===== src/rtl/vec_ldst_pkg.sv =====
// Shared types and constants for the vector load/store sequencer.
package vec_ldst_pkg;

  typedef enum logic [1:0] {
    IDLE  = 2'd0,
    LOAD  = 2'd1,
    STORE = 2'd2,
    FIN   = 2'd3
  } state_e;

  localparam int FIFO_DEPTH = 3;

  function automatic int beats_per_reg(input int vlen, input int data_width);
    return vlen / data_width;
  endfunction

endpackage


===== src/rtl/vec_ldst_fifo.sv =====
// 3-entry synchronous FIFO for store read data; async clear on rst_n, exposes occupancy.
module vec_ldst_fifo
  import vec_ldst_pkg::*;
#(
  parameter int W = 64
) (
  input  logic         clk,
  input  logic         rst_n,
  input  logic         i_push,
  input  logic [W-1:0] i_data,
  input  logic         i_pop,
  output logic [W-1:0] o_head,
  output logic [1:0]   o_count
);

  logic [W-1:0] r_mem [FIFO_DEPTH];
  logic [1:0]   r_wptr;
  logic [1:0]   r_rptr;
  logic [1:0]   r_count;

  function automatic logic [1:0] ptr_inc(input logic [1:0] p);
    return (p == 2'(FIFO_DEPTH - 1)) ? 2'd0 : p + 2'd1;
  endfunction

  // storage, pointers and occupancy; callers never push when full or pop when empty
  always_ff @(posedge clk or negedge rst_n) begin
    if (!rst_n) begin
      for (int i = 0; i < FIFO_DEPTH; i++) r_mem[i] <= '0;
      r_wptr  <= 2'd0;
      r_rptr  <= 2'd0;
      r_count <= 2'd0;
    end else begin
      if (i_push) begin
        r_mem[r_wptr] <= i_data;
        r_wptr        <= ptr_inc(r_wptr);
      end
      if (i_pop) r_rptr <= ptr_inc(r_rptr);
      case ({i_push, i_pop})
        2'b10:   r_count <= r_count + 2'd1;
        2'b01:   r_count <= r_count - 2'd1;
        default: r_count <= r_count;
      endcase
    end
  end

  assign o_head  = r_mem[r_rptr];
  assign o_count = r_count;

endmodule


===== src/rtl/vec_ldst_seq.sv =====
// Vector load/store sequencer between issue logic, the VRF ld/st ports and memory.
// Define VEC_LDST_STALL_CNT_EN to build the saturating stall performance counters.
module vec_ldst_seq
  import vec_ldst_pkg::*;
#(
  parameter int VLEN       = 128,
  parameter int ADDR_WIDTH = 5,
  parameter int DATA_WIDTH = 64,
  parameter int DW_B       = DATA_WIDTH / 8,
  parameter int OFF_BITS   = 8
) (
  input  logic                  clk,
  input  logic                  rst_n,
  input  logic                  req_valid,
  output logic                  req_ready,
  input  logic                  req_is_store,
  input  logic [ADDR_WIDTH-1:0] req_vreg,
  input  logic [OFF_BITS-1:0]   req_off,
  input  logic [OFF_BITS:0]     req_beats,
  input  logic [DW_B-1:0]       req_be,
  input  logic                  mem_rd_valid,
  output logic                  mem_rd_ready,
  input  logic [DATA_WIDTH-1:0] mem_rd_data,
  output logic                  mem_wr_valid,
  input  logic                  mem_wr_ready,
  output logic [DATA_WIDTH-1:0] mem_wr_data,
  output logic [DW_B-1:0]       mem_wr_be,
  output logic                  mem_wr_last,
  output logic [DW_B-1:0]       rf_ld_en,
  output logic [ADDR_WIDTH-1:0] rf_ld_addr,
  output logic [OFF_BITS-1:0]   rf_ld_off,
  output logic [DATA_WIDTH-1:0] rf_ld_data,
  input  logic                  rf_ld_stall,
  output logic [DW_B-1:0]       rf_st_en,
  output logic [ADDR_WIDTH-1:0] rf_st_addr,
  output logic [OFF_BITS-1:0]   rf_st_off,
  input  logic [DATA_WIDTH-1:0] rf_st_data,
  output logic                  done,
  output logic [31:0]           perf_ld_stall,
  output logic [31:0]           perf_st_stall
);

  localparam int CW = OFF_BITS + 1;
  localparam logic [OFF_BITS-1:0] LAST_OFF = OFF_BITS'(beats_per_reg(VLEN, DATA_WIDTH) - 1);

  state_e                r_state, w_state_nxt;
  logic [DW_B-1:0]       r_be;
  logic [CW-1:0]         r_beats, r_cnt, r_iss_cnt;
  logic                  r_inflight;
  logic [ADDR_WIDTH-1:0] r_ld_addr, r_st_addr;
  logic [OFF_BITS-1:0]   r_ld_off, r_st_off;
  logic [1:0]            w_fifo_cnt;
  logic [DATA_WIDTH-1:0] w_fifo_head;
  logic [CW-1:0]         w_last_cnt;
  logic                  w_req_hs, w_ld_hs, w_issue, w_wr_valid, w_wr_last, w_wr_hs;

  assign w_req_hs   = (r_state == IDLE) && req_valid;
  assign w_ld_hs    = (r_state == LOAD) && mem_rd_valid && !rf_ld_stall;
  assign w_last_cnt = r_beats - CW'(1);
  // a read in flight already owns a FIFO slot, so it counts against the credit
  assign w_issue    = (r_state == STORE) && (r_iss_cnt < r_beats) &&
                      (({1'b0, w_fifo_cnt} + {2'b00, r_inflight}) < 3'(FIFO_DEPTH));
  assign w_wr_valid = (r_state == STORE) && (w_fifo_cnt != 2'd0);
  assign w_wr_last  = w_wr_valid && (r_cnt == w_last_cnt);
  assign w_wr_hs    = w_wr_valid && mem_wr_ready;

  // state register
  always_ff @(posedge clk or negedge rst_n) begin
    if (!rst_n) r_state <= IDLE;
    else        r_state <= w_state_nxt;
  end

  // next-state logic
  always_comb begin
    w_state_nxt = r_state;
    case (r_state)
      IDLE: begin
        if (!w_req_hs)               w_state_nxt = IDLE;
        else if (req_beats == '0)    w_state_nxt = FIN;
        else if (req_is_store)       w_state_nxt = STORE;
        else                         w_state_nxt = LOAD;
      end
      LOAD: begin
        if (w_ld_hs && (r_cnt == w_last_cnt)) w_state_nxt = FIN;
        else                                  w_state_nxt = LOAD;
      end
      STORE: begin
        if (w_wr_hs && w_wr_last) w_state_nxt = FIN;
        else                      w_state_nxt = STORE;
      end
      FIN:     w_state_nxt = IDLE;
      default: w_state_nxt = IDLE;
    endcase
  end

  // request capture and beat counters
  always_ff @(posedge clk or negedge rst_n) begin
    if (!rst_n) begin
      r_be       <= '0;
      r_beats    <= '0;
      r_cnt      <= '0;
      r_iss_cnt  <= '0;
      r_inflight <= 1'b0;
    end else begin
      r_inflight <= w_issue;
      if (w_req_hs) begin
        r_be      <= req_be;
        r_beats   <= req_beats;
        r_cnt     <= '0;
        r_iss_cnt <= '0;
      end else begin
        if (w_ld_hs || w_wr_hs) r_cnt <= r_cnt + CW'(1);
        if (w_issue)            r_iss_cnt <= r_iss_cnt + CW'(1);
      end
    end
  end

  // load and store-issue cursors; offset wraps into the next register
  always_ff @(posedge clk or negedge rst_n) begin
    if (!rst_n) begin
      r_ld_addr <= '0;
      r_ld_off  <= '0;
      r_st_addr <= '0;
      r_st_off  <= '0;
    end else if (w_req_hs) begin
      r_ld_addr <= req_vreg;
      r_ld_off  <= req_off;
      r_st_addr <= req_vreg;
      r_st_off  <= req_off;
    end else begin
      if (w_ld_hs) begin
        if (r_ld_off == LAST_OFF) begin
          r_ld_off  <= '0;
          r_ld_addr <= r_ld_addr + ADDR_WIDTH'(1);
        end else begin
          r_ld_off  <= r_ld_off + OFF_BITS'(1);
        end
      end
      if (w_issue) begin
        if (r_st_off == LAST_OFF) begin
          r_st_off  <= '0;
          r_st_addr <= r_st_addr + ADDR_WIDTH'(1);
        end else begin
          r_st_off  <= r_st_off + OFF_BITS'(1);
        end
      end
    end
  end

  vec_ldst_fifo #(.W(DATA_WIDTH)) u_fifo (
    .clk     (clk),
    .rst_n   (rst_n),
    .i_push  (r_inflight),
    .i_data  (rf_st_data),
    .i_pop   (w_wr_hs),
    .o_head  (w_fifo_head),
    .o_count (w_fifo_cnt)
  );

  assign req_ready    = rst_n && (r_state == IDLE);
  assign mem_rd_ready = (r_state == LOAD) && !rf_ld_stall;
  assign rf_ld_en     = w_ld_hs ? r_be : '0;
  assign rf_ld_addr   = r_ld_addr;
  assign rf_ld_off    = r_ld_off;
  assign rf_ld_data   = (r_state == LOAD) ? mem_rd_data : '0;
  assign rf_st_en     = w_issue ? r_be : '0;
  assign rf_st_addr   = r_st_addr;
  assign rf_st_off    = r_st_off;
  assign mem_wr_valid = w_wr_valid;
  assign mem_wr_data  = w_wr_valid ? w_fifo_head : '0;
  assign mem_wr_be    = r_be;
  assign mem_wr_last  = w_wr_last;
  assign done         = (r_state == FIN);

`ifdef VEC_LDST_STALL_CNT_EN
  logic [31:0] r_perf_ld, r_perf_st;

  // saturating stall counters, cleared only by reset
  always_ff @(posedge clk or negedge rst_n) begin
    if (!rst_n) begin
      r_perf_ld <= 32'd0;
      r_perf_st <= 32'd0;
    end else begin
      if ((r_state == LOAD) && mem_rd_valid && rf_ld_stall && (r_perf_ld != 32'hFFFF_FFFF))
        r_perf_ld <= r_perf_ld + 32'd1;
      if (w_wr_valid && !mem_wr_ready && (r_perf_st != 32'hFFFF_FFFF))
        r_perf_st <= r_perf_st + 32'd1;
    end
  end

  assign perf_ld_stall = r_perf_ld;
  assign perf_st_stall = r_perf_st;
`else
  assign perf_ld_stall = 32'd0;
  assign perf_st_stall = 32'd0;
`endif

endmodule


===== config.mk =====
export PLATFORM = sky130hd
export DESIGN_NAME = vec_ldst_seq
export DESIGN_NICKNAME = d
export VERILOG_FILES = /design/src/rtl/vec_ldst_pkg.sv /design/src/rtl/vec_ldst_fifo.sv /design/src/rtl/vec_ldst_seq.sv
export SDC_FILE = /design/constraint.sdc
export NUM_CORES = 1
export LEC_CHECK = 0
export CAP_MARGIN = 15
export CORE_MARGIN = 2
export CORE_UTILIZATION = 55
export DETAILED_ROUTE_END_ITERATION = 6
export DONT_BUFFER_PORTS = 1
export PLACE_DENSITY = 0.77
export SETUP_SLACK_MARGIN = 0.3
export SLEW_MARGIN = 20
export SYNTH_ARGS = -nofsm -noshare
export SYNTH_HDL_FRONTEND = slang
export SYNTH_SLANG_ARGS = --single-unit

===== constraint.sdc =====
create_clock -name clk -period 2.9 [get_ports clk]
set_input_delay 0.29 -clock clk [delete_from_list [all_inputs] [get_ports clk]]
set_output_delay 0.29 -clock clk [all_outputs]
set_load 0.01 [all_outputs]

# --- Word-level counts from Yosys, hierarchy flattened ---
# Index checks and enable logic that the tools add are counted.
classes:
  addsub: 12
  eq_ne: 10
  n_bitwise: 2
  n_lt_le_gt_ge: 5
  mux: 35
  n_reduce_logical: 26
ops:
  columns: ["operator", "count"]
  rows:
  - ["$mux 64", 5]
  - ["$bwmux 192", 1]
  - ["$bmux 64 s2", 1]
  - ["$demux 64 s2", 1]
  - ["$mux 8", 8]
  - ["$mux 9", 4]
  - ["$mux 5", 6]
  - ["$add 9x1->9 const B", 2]
  - ["$add 8x1->8 const B", 2]
  - ["$eq 8x1->1 const B", 2]
  - ["$reduce_bool 2->1", 7]
  - ["$logic_and 1x1->1", 13]
  - ["$mux 2", 6]
  - ["$add 5x1->5 const B", 2]
  - ["$eq 2x2->1 const B", 5]
  - ["$eq 9x9->1", 1]
  - ["$logic_not 9->1", 1]
  - ["$lt 9x9->1", 1]
  - ["$sub 9x1->9 const B", 1]
  - ["$pmux 2 s4", 1]
  - ["$add 2x1->2 const B", 3]
  - ["$ge 3x3->1 const B", 2]
  - ["$not 2->3", 2]
  - ["$eq 2x1->1 const B", 2]
  - ["other kinds (10)", 11]
totals:
  output_inout_bits: 247
  word_cells: 106
  input_bits: 165
  ff_bits: 262

# --- Logic depth before layout (Yosys ltp) ---
logic_depth:
  word_depth: 6
  ltp_mapped: 9
  mapped_depth_nobuf: 8

# --- Cells and area by module ---
# From an unflattened synthesis, not the netlist that was laid out.
hier_totals:
  hier_cells: 1298
  area_unflattened_um2: 14257.4
by_module_without_submodules:
  columns: ["module", "n_inst", "area_each_um2", "cells_per_inst", "seq_area_each_um2"]
  rows:
  - ["vec_ldst_fifo", 1, 8978.6, 641, 4954.8]
  - ["vec_ldst_seq", 1, 5278.8, 657, 1601.5]

# --- Least setup slack after synthesis ---
# Ideal clock, no wire load.
synth_path:
  path_kind: "register to output"
  from: "register r_beats[6]"
  to: "output port rf_st_en[0]"
  required_time_ns: 2.610
  path_stages_with_launch: 9
  arrival_ns: 1.901
  path_buffers: 2
  setup_slack_ns: 0.709
  path_cell_list: "dfrtp_1 > inv_1 > ha_1 > a211oi_1 > o2111ai_2 > a211oi_4 > buf_4 > buf_4 > and2_1"
synth_via:
  elab_chain_len: 4
synth_lines:
  columns: ["item", "line_no", "source"]
  rows:
  - ["from (decl)", "vec_ldst_seq.sv:48", "logic [CW-1:0] r_beats, r_cnt, r_iss_cnt;"]
  - ["from (signal assigned)", "vec_ldst_seq.sv:108", "r_beats <= req_beats;"]
  - ["$lt 9x9->1", "vec_ldst_seq.sv:61", "assign w_issue = (r_state == STORE) && (r_iss_cnt < r_beats) &&"]
  - ["$logic_and 1x1->1 (2 in a row)", "vec_ldst_seq.sv:61", null]
  - ["named net w_issue", "vec_ldst_seq.sv:55", "logic w_req_hs, w_ld_hs, w_issue, w_wr_valid, w_wr_last, w_wr_hs;"]
  - ["$mux 8", "vec_ldst_seq.sv:166", "assign rf_st_en = w_issue ? r_be : '0;"]
  - ["to (decl)", "vec_ldst_seq.sv:34", "output logic [DW_B-1:0] rf_st_en,"]
# The timed path passes the listed nets, and every way through them passes these cells.

# --- Final worst setup path ---
layout_path:
  from: "register r_beats[6]"
  to: "output port rf_st_en[3]"
layout_via:
  elab_chain_len: 4
layout_lines:
  columns: ["item", "line_no"]
  rows:
  - ["$lt 9x9->1", "vec_ldst_seq.sv:61"]
  - ["$logic_and 1x1->1 (2 in a row)", "vec_ldst_seq.sv:61"]
  - ["$mux 8", "vec_ldst_seq.sv:166"]
# No other way between the ends.

==> flow_summary.yaml <==
outcome:
  status: "finished with violations"
  violations: "hold timing"
logic_synthesis:
  synthFlopType: "dfrtp_1"
  synth.distinct_cells: 49
  synth_commonest_cells: "dfrtp_1, mux2_2, nor2_1, and2_1, a21oi_1"
  yosys_register_bits: 262
  yosysSeqAreaShare_pct: 48.4
  synth_compound_area_share_pct: 5.51
  synthAdderAreaFrac_pct: 1.85
  syn_avg_cell_area_sq_um: 10.6
  yosys.area_share.simple_pct: 14.7
  synth_top_family_by_area: "multiplexers"
  synth_xor_area_share_pct: 2.45
  yosysMostFrequentCell: "dfrtp_1"
  synth_edf_count: 0
  synthArstFlopShare_pct: 100
  synth_top_cell_by_area: "dfrtp_1"
  yosysTopAreaCellShare_pct: 48.4
  syn_inst: 1277
  synth_mux_area_share_pct: 21.0
  synth_area_sq_mm: 0.0136
  yosys_warnings: 0
  synth_area_leaders: "dfrtp_1, mux2_2, mux2i_1"
power_and_ir_drop:
  power_density_mw_per_mm2: 1150
  vdd_drop_max_mv: 0.746
  p_leak_nw: 6.90
cts:
  cts_htree_levels: 1
  cts_hold_buffers: 95
  cts_made_buffers: 28
  root_buffer: "clkbuf_16"
  clock_latency_ps: 550
  cts_sinks: 262
  clkTransAtPathRegs_ps: 60
  cts_max_path_buffers: 3
  cts_tree: "built"
global_routing:
  grt_max_degree: 264
  grt_pass1_wl_um: 60300
  gr-usage-all-layers_pct: 30.2
  grt_pass1_vias: 10000
  antenna_found_initial: 5
  overflow: 0
detailed_routing:
  routedWlPerCell_um: 23.4
  via_per_inst: 5.91
  drt_wl_total_um: 40200
  drtIter0Drc: 792
  ant_nets: 0
  drtPass1Iterations: 5
  vias: 10100
  drc: 0
critical_path:
  crit_path_frequent_cell: "buf_6"
  r2r_cells: 11
  timing.rr.end: "rf_st_off[2]"
  crit_path_top_delay_cell: "dfrtp_1"
  crit_arrival_ps: 2380
  critical_path_class: "flop to output pin"
  path_buf_inv: 3
  end_kind: "output pin"
  slowest_delay_ps: 400
  r2r_setup_slack_ps: 510
  reg2reg_from: "r_beats[6]"
  crit_chain: "inv_2 -> ha_4 -> a211oi_2 -> o2111ai_2 -> a211oi_4 -> buf_6 -> buf_6 -> and2_4"
  cp_top_family: "compound AO/OA/AOI/OAI gates"
  cp_max_fo: 5
  worstSetupStartpointType: "flop"
  cp.required_ps: 2610
timing:
  finalSetupViolCount: 0
  final_hold_viol_count: 262
  finalCritPeriodShare_pct: 91.9
  relSlewSlack_pct: 58.5
  slew_violations: 0
  clock.fmax_ghz: 0.375
  period_needed_ps: 2670
  fin_hold_ws_ps: -555
  tns_ps: 0
  worst_pin_slew_ps: 623
  finalClockSkew_ps: 17.3
  rsz0062_at_grt: "true"
hold_path:
  hold_path.class: "input port to asynchronous set/reset pin"
floorplan:
  core_sq_mm: 0.0242
  die_w_um: 161
  num_io_pins: 412
  std_cell_rows: 57
  die_area_sq_mm: 0.0259
  initial_core_util_pct: 55.9
  die_height_um: 161
job:
  maxCapViolCount: 0
final_layout:
  nNetsFinal: 1551
  final_layout_size_suffix_gt1_share_pct: 22.3
  num-fill-cells: 1830
  area_delta_synth_final_pct: 16.2
placement:
  portBuffers: 0
  gp_congestion: 1.02
  detailed_place_hpwl_um: 27300
[cells in the final DEF (no fill, tap or decap), types with 4 or more instances in the layout]
cell type,n
ha_1,16
conb_1,64
inv_1,14
clkinv_2,7
and2_4,8
nand4_1,19
clkbuf_8,8
o21ai_0,28
diode_2,4
dlygate4sd3_1,95
buf_12,4
xor2_1,25
nor2_1,165
buf_4,27
mux2_2,192
dfrtp_1,255
and2_1,79
and3_1,10
clkbuf_1,6
nor3_1,10
clkbuf_16,29
nand2b_1,4
nand2_1,68
dfrtp_2,5
mux2i_1,68
xnor2_1,12
nor2b_1,5
a21oi_1,83
nand3_1,17
a21o_1,4
o21ai_1,5
[routing by layer]
metal  part of all wire (%)  track usage, %  routed length [um]  vias up
li1                       -               -                   -     4413
met1                     40            40.3               16100     5166
met2                     47            48.0               18800      458
met3                     10            9.37                4020      106
met4                    3.4            9.05                1360        0
met5                      0               0                   0        -
[registers in the layout, indices dropped and copies added, names as in the netlist]
name            count
u_fifo.o_count      2
rf_ld_off           8
u_fifo.r_rptr       2
rf_ld_addr          5
r_inflight          1
r_iss_cnt           9
u_fifo.r_wptr       2
u_fifo.r_mem      192
r_state             2
rf_st_addr          5
r_beats             9
r_cnt               9
rf_st_off           8
mem_wr_be           8
[worst max-delay path by stage]
stage | to | depth (start not counted) | start
after CTS | mem_wr_last | 5 | r_beats[2]
after detailed placement | rf_st_off[2] | 9 | r_beats[6]
after floorplan | rf_st_en[0] | 8 | r_beats[6]
after global routing | rf_st_en[3] | 8 | r_beats[6]
after global placement | rf_st_off[2] | 9 | r_beats[6]
final | rf_st_en[3] | 8 | r_beats[6]
[cell families (layout without fill, tap and decap cells)]
family	after synthesis	count (layout)
AO/OA/AOI/OAI	135	135
multiplexers	260	260
flip-flops	262	262
XOR/XNOR	38	38
buffers and inverters	149	196
AND/OR/NAND/NOR	412	412
adder cells (fa/ha/maj)	20	20
other	1	68
[stage by stage]
| step | util (%) | setup WS (ps) | total power, mW | std cells | instance area [sq um] |
|---|---|---|---|---|---|
| finish | 65.0 | 234 | 18.1 | 1715 | 15800 |
| global route | 65.0 | 151 | 19.2 | 1715 | 15800 |
| CTS | 64.2 | 197 | 17.7 | 1700 | 15600 |
| detailed placement | 56.4 | 506 | 14.0 | 1551 | 13700 |
| global placement | 56.4 | 538 | 13.7 | 1551 | 13700 |
| floorplan | - | 709 | 12.1 | 1340 | 13800 |
[report_power, final]
part	total [mW]	switching, mW	internal (mW)
registers	6.96	1.51	5.45
logic	7.70	4.25	3.45
clock network	3.47	1.44	2.03
[layout make-up]
class / count / area [sq um] / share of cell area (%)
antenna: 4 / 10.0 / 0.0635
clock buffer: 43 / 858 / 5.45
clock inverter: 8 / 43.8 / 0.278
inverter: 15 / 56.3 / 0.357
multi-input combinational: 929 / 6540 / 41.5
sequential: 262 / 6570 / 41.7
tap: 324 / 405 / 2.57
timing repair buffer: 130 / 1270 / 8.07
[repair_timing]
action | 4_1_cts | 5_1_grt
resized for setup | 6 | 27
endpoints found under the setup margin | 66 | 35
buffers inserted | 2 | 11
endpoints found under the hold margin | 496 | 262
pin swaps | 1 | 5
cloned | 1 | 0
Note: power is estimated with default switching activity, not from simulation.
